### config.mk
export PLATFORM = sky130hd
export DESIGN_NAME = fetch_stage
export DESIGN_NICKNAME = d
export VERILOG_FILES = /design/src/rtl/fetch_pkg.sv /design/src/rtl/fetch_hold_buf.sv /design/src/rtl/fetch_stage.sv
export SDC_FILE = /design/constraint.sdc
export NUM_CORES = 1
export LEC_CHECK = 0
export ABC_AREA = 1
export CORE_ASPECT_RATIO = 1.2
export CORE_MARGIN = 2
export CORE_UTILIZATION = 45
export CTS_CLUSTER_DIAMETER = 80
export CTS_CLUSTER_SIZE = 24
export DETAILED_ROUTE_END_ITERATION = 8
export PLACE_DENSITY = 0.77
export SLEW_MARGIN = 20
export SYNTH_ARGS = -nofsm -noshare
export SYNTH_HDL_FRONTEND = slang
export SYNTH_HIERARCHICAL = 1
export SYNTH_SLANG_ARGS = --single-unit
### constraint.sdc
create_clock -name clock -period 3.4 [get_ports clock]
set_input_delay 0.68 -clock clock [delete_from_list [all_inputs] [get_ports clock]]
set_output_delay 0.68 -clock clock [all_outputs]
set_load 0.005 [all_outputs]
### src/rtl/fetch_pkg.sv
// Shared widths, the NOP encoding and the bubble bundle driven by the
// fetch stage whenever it has no real instruction to present.
package fetch_pkg;

    localparam int PC_W   = 12;
    localparam int INSN_W = 32;

    localparam logic [INSN_W-1:0] NOP_INSN = 32'h00000013;

    typedef struct packed {
        logic              valid;
        logic [INSN_W-1:0] insn;
        logic [PC_W-1:0]   pc;
        logic [PC_W-1:0]   pc_plus;
    } fetch_out_t;

    localparam fetch_out_t FETCH_BUBBLE = '{
        valid:   1'b0,
        insn:    NOP_INSN,
        pc:      '0,
        pc_plus: '0
    };

endpackage

### src/rtl/fetch_hold_buf.sv
// One-entry capture/release register that parks the in-flight instruction
// while the stage is stalled; clear drops it on a redirect.
module fetch_hold_buf #(
    parameter int PC_W   = fetch_pkg::PC_W,
    parameter int INSN_W = fetch_pkg::INSN_W
) (
    input  logic              clock,
    input  logic              reset,
    input  logic              i_capture,
    input  logic              i_release,
    input  logic              i_clear,
    input  logic [INSN_W-1:0] i_insn,
    input  logic [PC_W-1:0]   i_pc,
    output logic              o_valid,
    output logic [INSN_W-1:0] o_insn,
    output logic [PC_W-1:0]   o_pc
);

    logic              valid_q, valid_d;
    logic [INSN_W-1:0] insn_q, insn_d;
    logic [PC_W-1:0]   pc_q, pc_d;

    always_comb begin
        valid_d = valid_q;
        insn_d  = insn_q;
        pc_d    = pc_q;
        if (i_clear) begin
            valid_d = 1'b0;
        end else if (i_capture) begin
            valid_d = 1'b1;
            insn_d  = i_insn;
            pc_d    = i_pc;
        end else if (i_release) begin
            valid_d = 1'b0;
        end
    end

    always_ff @(posedge clock) begin
        if (reset) begin
            valid_q <= 1'b0;
            insn_q  <= '0;
            pc_q    <= '0;
        end else begin
            valid_q <= valid_d;
            insn_q  <= insn_d;
            pc_q    <= pc_d;
        end
    end

    assign o_valid = valid_q;
    assign o_insn  = insn_q;
    assign o_pc    = pc_q;

endmodule

### src/rtl/fetch_stage.sv
// Instruction fetch stage: PC, 1-cycle ROM request, stall hold buffer and
// redirect squash. Define FETCH_PERF_CNT_EN to add fetch/squash counters.
module fetch_stage #(
    parameter int              PC_W     = fetch_pkg::PC_W,
    parameter int              INSN_W   = fetch_pkg::INSN_W,
    parameter logic [PC_W-1:0] RESET_PC = '0
) (
    input  logic              clock,
    input  logic              reset,
    input  logic              i_stall,
    input  logic              i_redirect,
    input  logic [PC_W-1:0]   i_redirect_PC,
    output logic [PC_W-1:0]   o_imem_addr,
    output logic              o_imem_en,
    input  logic [INSN_W-1:0] i_imem_data,
    output logic [INSN_W-1:0] o_insn,
    output logic [PC_W-1:0]   o_PC,
    output logic [PC_W-1:0]   o_PC_plus,
    output logic              o_valid
`ifdef FETCH_PERF_CNT_EN
    ,
    output logic [31:0]       o_fetch_count,
    output logic [31:0]       o_squash_count
`endif
);

    import fetch_pkg::*;

    logic              issue;
    logic [PC_W-1:0]   pc_q, pc_d;
    logic              req_valid_q, req_valid_d;
    logic [PC_W-1:0]   req_pc_q, req_pc_d;

    logic              hold_valid;
    logic [INSN_W-1:0] hold_insn;
    logic [PC_W-1:0]   hold_pc;
    logic              hold_capture;

    assign issue       = !i_stall && !i_redirect;
    assign o_imem_addr = pc_q;
    assign o_imem_en   = issue;

    // Nothing is issued while stalled, so the single hold entry cannot overflow.
    assign hold_capture = i_stall && req_valid_q && !hold_valid;

    always_comb begin
        pc_d        = pc_q;
        req_valid_d = 1'b0;
        req_pc_d    = req_pc_q;
        if (i_redirect) begin
            pc_d = i_redirect_PC;
        end else if (issue) begin
            pc_d        = pc_q + PC_W'(1);
            req_valid_d = 1'b1;
            req_pc_d    = pc_q;
        end
    end

    always_ff @(posedge clock) begin
        if (reset) begin
            pc_q        <= RESET_PC;
            req_valid_q <= 1'b0;
            req_pc_q    <= '0;
        end else begin
            pc_q        <= pc_d;
            req_valid_q <= req_valid_d;
            req_pc_q    <= req_pc_d;
        end
    end

    fetch_hold_buf #(
        .PC_W   (PC_W),
        .INSN_W (INSN_W)
    ) u_hold (
        .clock     (clock),
        .reset     (reset),
        .i_capture (hold_capture),
        .i_release (!i_stall),
        .i_clear   (i_redirect),
        .i_insn    (i_imem_data),
        .i_pc      (req_pc_q),
        .o_valid   (hold_valid),
        .o_insn    (hold_insn),
        .o_pc      (hold_pc)
    );

    always_comb begin
        o_valid   = FETCH_BUBBLE.valid;
        o_insn    = INSN_W'(FETCH_BUBBLE.insn);
        o_PC      = PC_W'(FETCH_BUBBLE.pc);
        o_PC_plus = PC_W'(FETCH_BUBBLE.pc_plus);
        if (i_redirect) begin
            o_valid = 1'b0;
        end else if (hold_valid) begin
            o_valid   = 1'b1;
            o_insn    = hold_insn;
            o_PC      = hold_pc;
            o_PC_plus = hold_pc + PC_W'(1);
        end else if (req_valid_q) begin
            o_valid   = 1'b1;
            o_insn    = i_imem_data;
            o_PC      = req_pc_q;
            o_PC_plus = req_pc_q + PC_W'(1);
        end
    end

`ifdef FETCH_PERF_CNT_EN
    logic [31:0] fetch_count_q, fetch_count_d;
    logic [31:0] squash_count_q, squash_count_d;

    always_comb begin
        fetch_count_d  = fetch_count_q;
        squash_count_d = squash_count_q;
        if (o_valid && !i_stall) begin
            fetch_count_d = fetch_count_q + 32'd1;
        end
        if (i_redirect && (hold_valid || req_valid_q)) begin
            squash_count_d = squash_count_q + 32'd1;
        end
    end

    always_ff @(posedge clock) begin
        if (reset) begin
            fetch_count_q  <= '0;
            squash_count_q <= '0;
        end else begin
            fetch_count_q  <= fetch_count_d;
            squash_count_q <= squash_count_d;
        end
    end

    assign o_fetch_count  = fetch_count_q;
    assign o_squash_count = squash_count_q;
`endif

endmodule

==> results of run 1 <==
-- state kept, by name, summed over array words and instances (netlist names) --
register	count
o_imem_addr	12
u_hold/o_pc	12
u_hold/o_insn	32
req_pc_q	12
u_hold/o_valid	1
req_valid_q	1
-- placed cells by master, fill, tap and decap left out, types with 2 or more instances in the layout --
| master | n |
|---|---|
| inv_2 | 6 |
| buf_4 | 6 |
| ha_1 | 3 |
| nand3_2 | 11 |
| o21ai_0 | 26 |
| nand3_1 | 64 |
| nand4_1 | 6 |
| a21oi_1 | 49 |
| inv_1 | 89 |
| nor2_2 | 16 |
| nor2_4 | 2 |
| dfxtp_1 | 69 |
| nand2_1 | 201 |
| clkdlybuf4s50_1 | 116 |
| nor2_1 | 139 |
| a211oi_1 | 12 |
| o21ai_1 | 5 |
| nor3_1 | 3 |
| o211ai_1 | 2 |
| bufinv_16 | 2 |
| nand3b_1 | 4 |
| clkbuf_16 | 9 |
| clkbuf_8 | 3 |
-- worst min-delay path, delay by kind of cell, from the launching register on --
kind / cells / cell delay [ns]
AND/OR/NAND/NOR: 2 / 0.13
flip-flops: 1 / 0.32
-- metrics by stage --
step	total power, mW	utilization	cells	setup WS, ns
2_1_floorplan	1.053	-	753	1.451
3_3_place_gp	1.182	0.5701	964	0.3492
3_5_place_dp	1.187	0.5701	964	0.3491
4_1_cts	2.225	0.6039	980	0.1761
5_1_grt	2.298	0.6039	980	0.06825
6_report	2.210	0.6039	980	0.1399
-- worst paths after layout --
kind	start	to	cells after the start
hold reg to reg	u_hold/o_insn[21]	u_hold/o_insn[21]	2
setup / recovery	u_hold/o_valid	o_insn[0]	4
setup reg to reg	u_hold/o_valid	u_hold/o_pc[6]	7
hold / removal	u_hold/o_insn[21]	u_hold/o_insn[21]	2
-- area by class of cell --
cell class	count	share of cell area
multi-input cells	549	0.4202
flip-flops and latches	70	0.2344
repair buffers	123	0.2024
inverters	96	0.06063
clock buffers	13	0.04516
well taps	126	0.02634
clock inverters	3	0.01087
-- kinds of logic (layout without fill, tap and decap cells) --
| group | count (synthesis) | after routing | share of synthesized area |
|---|---|---|---|
| adder cells (fa/ha/maj) | 3 | 3 | 0.008309 |
| XOR/XNOR | 1 | 1 | 0.001939 |
| AO/OA/AOI/OAI | 97 | 97 | 0.1166 |
| flip-flops | 70 | 70 | 0.3102 |
| buffers and inverters | 134 | 235 | 0.1349 |
| AND/OR/NAND/NOR | 448 | 448 | 0.4281 |
-- layer usage --
| metal | wire length (um) | track usage | part of all wire |
|---|---|---|---|
| met4 | 229 | 0.08952 | 0.018 |
| met3 | 707 | 0.03104 | 0.054 |
| met1 | 5554 | 0.3012 | 0.43 |
| met5 | 0 | 0 | 0 |
| met2 | 6531 | 0.4216 | 0.50 |
-- power groups by stage --
| stage | Sequential, mW | Clock (mW) | Combinational, mW |
|---|---|---|---|
| 2_1_floorplan | 0.893 | 0 | 0.160 |
| 3_3_place_gp | 0.901 | 0 | 0.280 |
| 3_5_place_dp | 0.902 | 0 | 0.285 |
| 4_1_cts | 0.885 | 1.05 | 0.287 |
| 5_1_grt | 0.891 | 1.09 | 0.319 |
| 6_report | 0.886 | 1.04 | 0.287 |
==> summary.md, run 1 <==
| Metric | Value |
|---|---|
| Lkg Pwr | 2.495 nW |
| Clk_skew | 0.003051 ns |
| Tcrit/Tclk final | 0.9589 |
| Worst-Margin Slew | 0.9409 ns |
| Final Cell Area | 0.005984 mm^2 |
| CTS root buffer | clkbuf_16 |
| Post-detail-place hpwl | 8987 um |
| Average wire per standard cell | 13.29 um |
| Clk buf depth | 2 |
| Final hold slack | 0.4805 ns |
| Placer Congestion | 0.8985 |
| Switching Share | 0.2377 |
| Total grt overflow | 0 |
| Largest net degree at the start of global routing | 52 |
| Int Pwr | 1.685 mW |
| Synth Instances | 753 |
| Async SR Flop Fraction | 0 |
| CTS sink count | 70 |
| # DRC | 0 |
| Post-synthesis sequential area ratio | 0.3102 |
| WP data required | 2.72 ns |
| Critical path buffers and inverters | 2 |
| Fin nets | 900 |
| Total wire length | 13,020 um |
| Die Area | 0.01086 mm^2 |
| Cts repair resizes | 0 |
| Setup violations, final | 0 |
| Max-slew violations | 0 |
| Io pins | 118 |
| Largest delay share family, worst path | buffers and inverters |
| Core area | 0.009910 mm^2 |
| P_sw | 0.5255 mW |
| Reg-to-reg setup timing slack | 1.22 ns |
| Total routing usage reported by global routing | 0.2415 |
| Placed Area | 0.005649 mm^2 |
| Initial Util | 0.4559 |
| Die X | 95.47 um |
| Hold Buf Count CTS | 0 |
| Synth cell types | 30 |
| Multi-input gate area | 0.002515 mm^2 |
| Number of flops mapped to enable cells by yosys | 0 |
| Setup TNS | 0 ns |
| Peak VDD IR | 0.3048 mV |
| Max-Cap Viols | 0 |
| Post-synth top cells | 201 x nand2_1, 140 x nor2_1, 89 x inv_1, 70 x dfxtp_1, 64 x nand3_1 |
| Worst skew pair latency | 0.33 ns |
| CTS buffer count | 9 |
| Postcts setup bufs | 0 |
| Slew headroom | 0.3685 |
| P&R area growth vs syn | 32.46% |
| Number of synthesized register bits | 70 |
| Final hold violations | 0 |
| Clock power share | 0.469 |
| Global-route wire length before repair | 21,150 um |
| Hold Crit Class | flop to flop |
| Peak fanout along the critical path | 20 |
| CP startpoint kind | flop |
| Port bufs | 117 |
| CP Capture Type | primary output |
| Syn Std Cell Area | 0.004518 mm^2 |
| Initial antenna violation count | 0 |
| Die Span Y | 113.8 um |
| CP peak stage delay | 0.79 ns |
| Unrepaired setup endpoints after global routing | no |
| Post-synth top flop | dfxtp_1 |
| Status | finished, final reports clean |
| Register Area | 0.001403 mm^2 |
| Vias/cell | 5.177 |
| ANT cells | 0 |
| Combinational power share | 0.130 |
| Synthesized area per cell | 6.000 um^2 |
| Synth warnings | 6 |
| Layout cell share with drive strength beyond 1 | 0.07143 |
| Cells along the critical path | o21ai_1, inv_1, nand3_1, clkdlybuf4s50_1 |
| Vias in the first global route | 4,746 |
| Routed vias | 5,073 |
| Number of DRC markers in iteration 0 | 327 |
| CTS tree | yes |
| Syn_nets | 804 |
| CP Class | flop to primary output |
| Seq pwr share | 0.401 |
| Rows | 40 |
| Min Clock Period, post-route | 3.260 ns |
| Critical-path top delay cell | o21ai_1 |
| DRT Pass-1 Iters | 7 |
| Most frequent cell after synthesis | nand2_1 |
| Area leader, netlist | dfxtp_1 |
| Top cell type's share of synthesized area | 0.3102 |
| CTS clock-pin slew for the worst setup and hold paths | 0.06 ns |
| Most area-consuming cells after synthesis | dfxtp_1 31%, nand2_1 17%, nor2_1 12% |
| Peak Freq | 0.3067 GHz |
| PwrDens | 369.4 mW/mm^2 |
| Filler instances | 948 |
| Post-route ant nets | 0 |
| WP data arrival | 2.58 ns |
| H-tree Lvls | 3 |
(Power assumes the default switching activity.)
==> run 2: changes to the inputs <==
--- a/config.mk
+++ b/config.mk
@@ -12,7 +12,8 @@
 export CTS_CLUSTER_DIAMETER = 80
 export CTS_CLUSTER_SIZE = 24
 export DETAILED_ROUTE_END_ITERATION = 8
-export PLACE_DENSITY = 0.77
+export PLACE_DENSITY = 0.86
+export SETUP_SLACK_MARGIN = 0.02
 export SLEW_MARGIN = 20
 export SYNTH_ARGS = -nofsm -noshare
 export SYNTH_HDL_FRONTEND = slang
==> run 2 against run 1 <==
Against the previous run: critical endpoint is now o_PC_plus[10]; final area shrank 0.54%; first-iteration DRC count grew 3.1%; combinational power shrank 1%; count of clock-buffer cells in the layout is the same; critical path type unchanged; largest cell class unchanged; largest power group unchanged; clock skew grew 0.0038 ns.
==> summary.md, run 2 (synthesis gave the netlist of run 1 again) <==
| Metric | Value |
|---|---|
| Routed vias | 4,974 |
| CTS root buffer | clkbuf_16 |
| Final setup margin | 0.3508 ns |
| Commonest non-fill, non-tap cell in the layout | nand2_1 |
| Setup violations, final | 0 |
| Peak VDD IR | 0.3367 mV |
| Clk buf depth | 2 |
| Tcrit/Tclk final | 0.8968 |
| CP startpoint kind | flop |
| Placer Congestion | 0.9641 |
| Vias in the first global route | 4,563 |
| Fin nets | 900 |
| Io pins | 118 |
| Average wire per standard cell | 12.94 um |
| Register Area | 0.001403 mm^2 |
| Total wire length | 12,680 um |
| P&R area growth vs syn | 31.74% |
| Filler instances | 983 |
| Pre-CTS WS | 0.5874 ns |
| Hold Crit Class | flop to flop |
| CTS sink count | 70 |
| Critical-path top delay cell | clkdlybuf4s50_1 |
| Rows | 40 |
| Peak fanout along the critical path | 7 |
| Die Span Y | 113.8 um |
| H-tree Lvls | 3 |
| Slew headroom | 0.4717 |
| CTS buffer count | 9 |
| Status | finished, final reports clean |
| Pwr Total | 2.126 mW |
| # DRC | 0 |
| Total routing usage reported by global routing | 0.2395 |
| Port bufs | 117 |
| Placed Area | 0.005649 mm^2 |
| Critical path buffers and inverters | 1 |
| Number of DRC markers in iteration 0 | 337 |
| Lkg Pwr | 2.474 nW |
| Reg-to-reg setup timing slack | 1.28 ns |
| Largest delay share family, worst path | simple AND/OR/NAND/NOR gates |
| Multi-input gate area | 0.002515 mm^2 |
| Max-slew violations | 0 |
| Peak Freq | 0.3280 GHz |
| Final hold slack | 0.4811 ns |
| Postcts setup bufs | 0 |
| CP peak stage delay | 0.50 ns |
| Setup TNS | 0 ns |
| DRT Pass-1 Iters | 5 |
| Global-route wire length before repair | 21,100 um |
| Worst skew pair latency | 0.33 ns |
| Most frequent CP cell | nand2_1 |
| Hold Buf Count CTS | 0 |
| Clk_skew | 0.006834 ns |
| Worst-Margin Slew | 0.7913 ns |
| CP Capture Type | primary output |
| Total grt overflow | 0 |
| ANT cells | 0 |
| Max reg flops | 32 |
| Largest net degree at the start of global routing | 52 |
| Initial Util | 0.4559 |
| Max-Cap Viols | 0 |
| Post-detail-place hpwl | 8537 um |
| Layout cell share with drive strength beyond 1 | 0.07026 |
| Vias/cell | 5.076 |
| CP Class | flop to primary output |
| Cells along the critical path | ha_1, nand2_1, nor2_2, nand2_1, o21ai_0, nand3_1, nor2_1, clkdlybuf4s50_1 |
| Unrepaired setup endpoints after global routing | no |
| Initial antenna violation count | 0 |
| CTS clock-pin slew for the worst setup and hold paths | 0.05 ns |
| Die Area | 0.01086 mm^2 |
| WP data arrival | 2.37 ns |
| Final hold violations | 0 |
| Die X | 95.47 um |
| Min Clock Period, post-route | 3.049 ns |
| WP data required | 2.72 ns |
| Cts repair resizes | 0 |
| Core area | 0.009910 mm^2 |
| PwrDens | 357.3 mW/mm^2 |
| Final Cell Area | 0.005952 mm^2 |
| Most frequent cells in the layout | 201 x nand2_1, 139 x nor2_1, 116 x clkdlybuf4s50_1 |
| CTS tree | yes |
| Post-route ant nets | 0 |
run 2: changes by cell type in the layout (fill, tap and decap cells not counted), sizes merged:
cell	before	now
clkinvlp	0	1
bufinv	2	1
run 2: path summary, 6_finish.rpt:
kind,from,to,depth (start not counted)
max,req_pc_q[0],o_PC_plus[10],8
min,u_hold/o_insn[23],u_hold/o_insn[23],2
max reg2reg,u_hold/o_valid,u_hold/o_insn[11],7
min reg2reg,u_hold/o_insn[23],u_hold/o_insn[23],2
run 2: layout make-up:
class / instances / share of cell area
flip-flops and latches: 70 / 0.2357
well taps: 126 / 0.02649
multi-input cells: 549 / 0.4225
inverters: 96 / 0.06096
clock inverters: 3 / 0.007147
repair buffers: 123 / 0.2035
clock buffers: 13 / 0.04373
run 2: layer usage:
metal  up-vias  global-route usage  share of wire
li1       2550                   -              -
met3        21             0.03633          0.058
met2       185              0.3901           0.48
met1      2218              0.3179           0.44
met4         0             0.09333          0.019
met5         -                   0              0
run 2: where the power goes:
group	total, mW	switching (mW)	internal (mW)
sequential	0.887	0.0361	0.851
clock	0.956	0.349	0.607
combinational	0.283	0.151	0.133
total	2.13	0.536	1.59
run 2: worst min-delay path, delay by kind of cell, from the launching register on:
kind | cells | cell delay [ns]
flops | 1 | 0.32
simple gates | 2 | 0.13
run 2: per-stage QoR:
step	cells	utilization
5_1_grt	980	0.6006
4_1_cts	980	0.6006
2_1_floorplan	753	-
6_report	980	0.6006
3_3_place_gp	964	0.5701
3_5_place_dp	964	0.5701
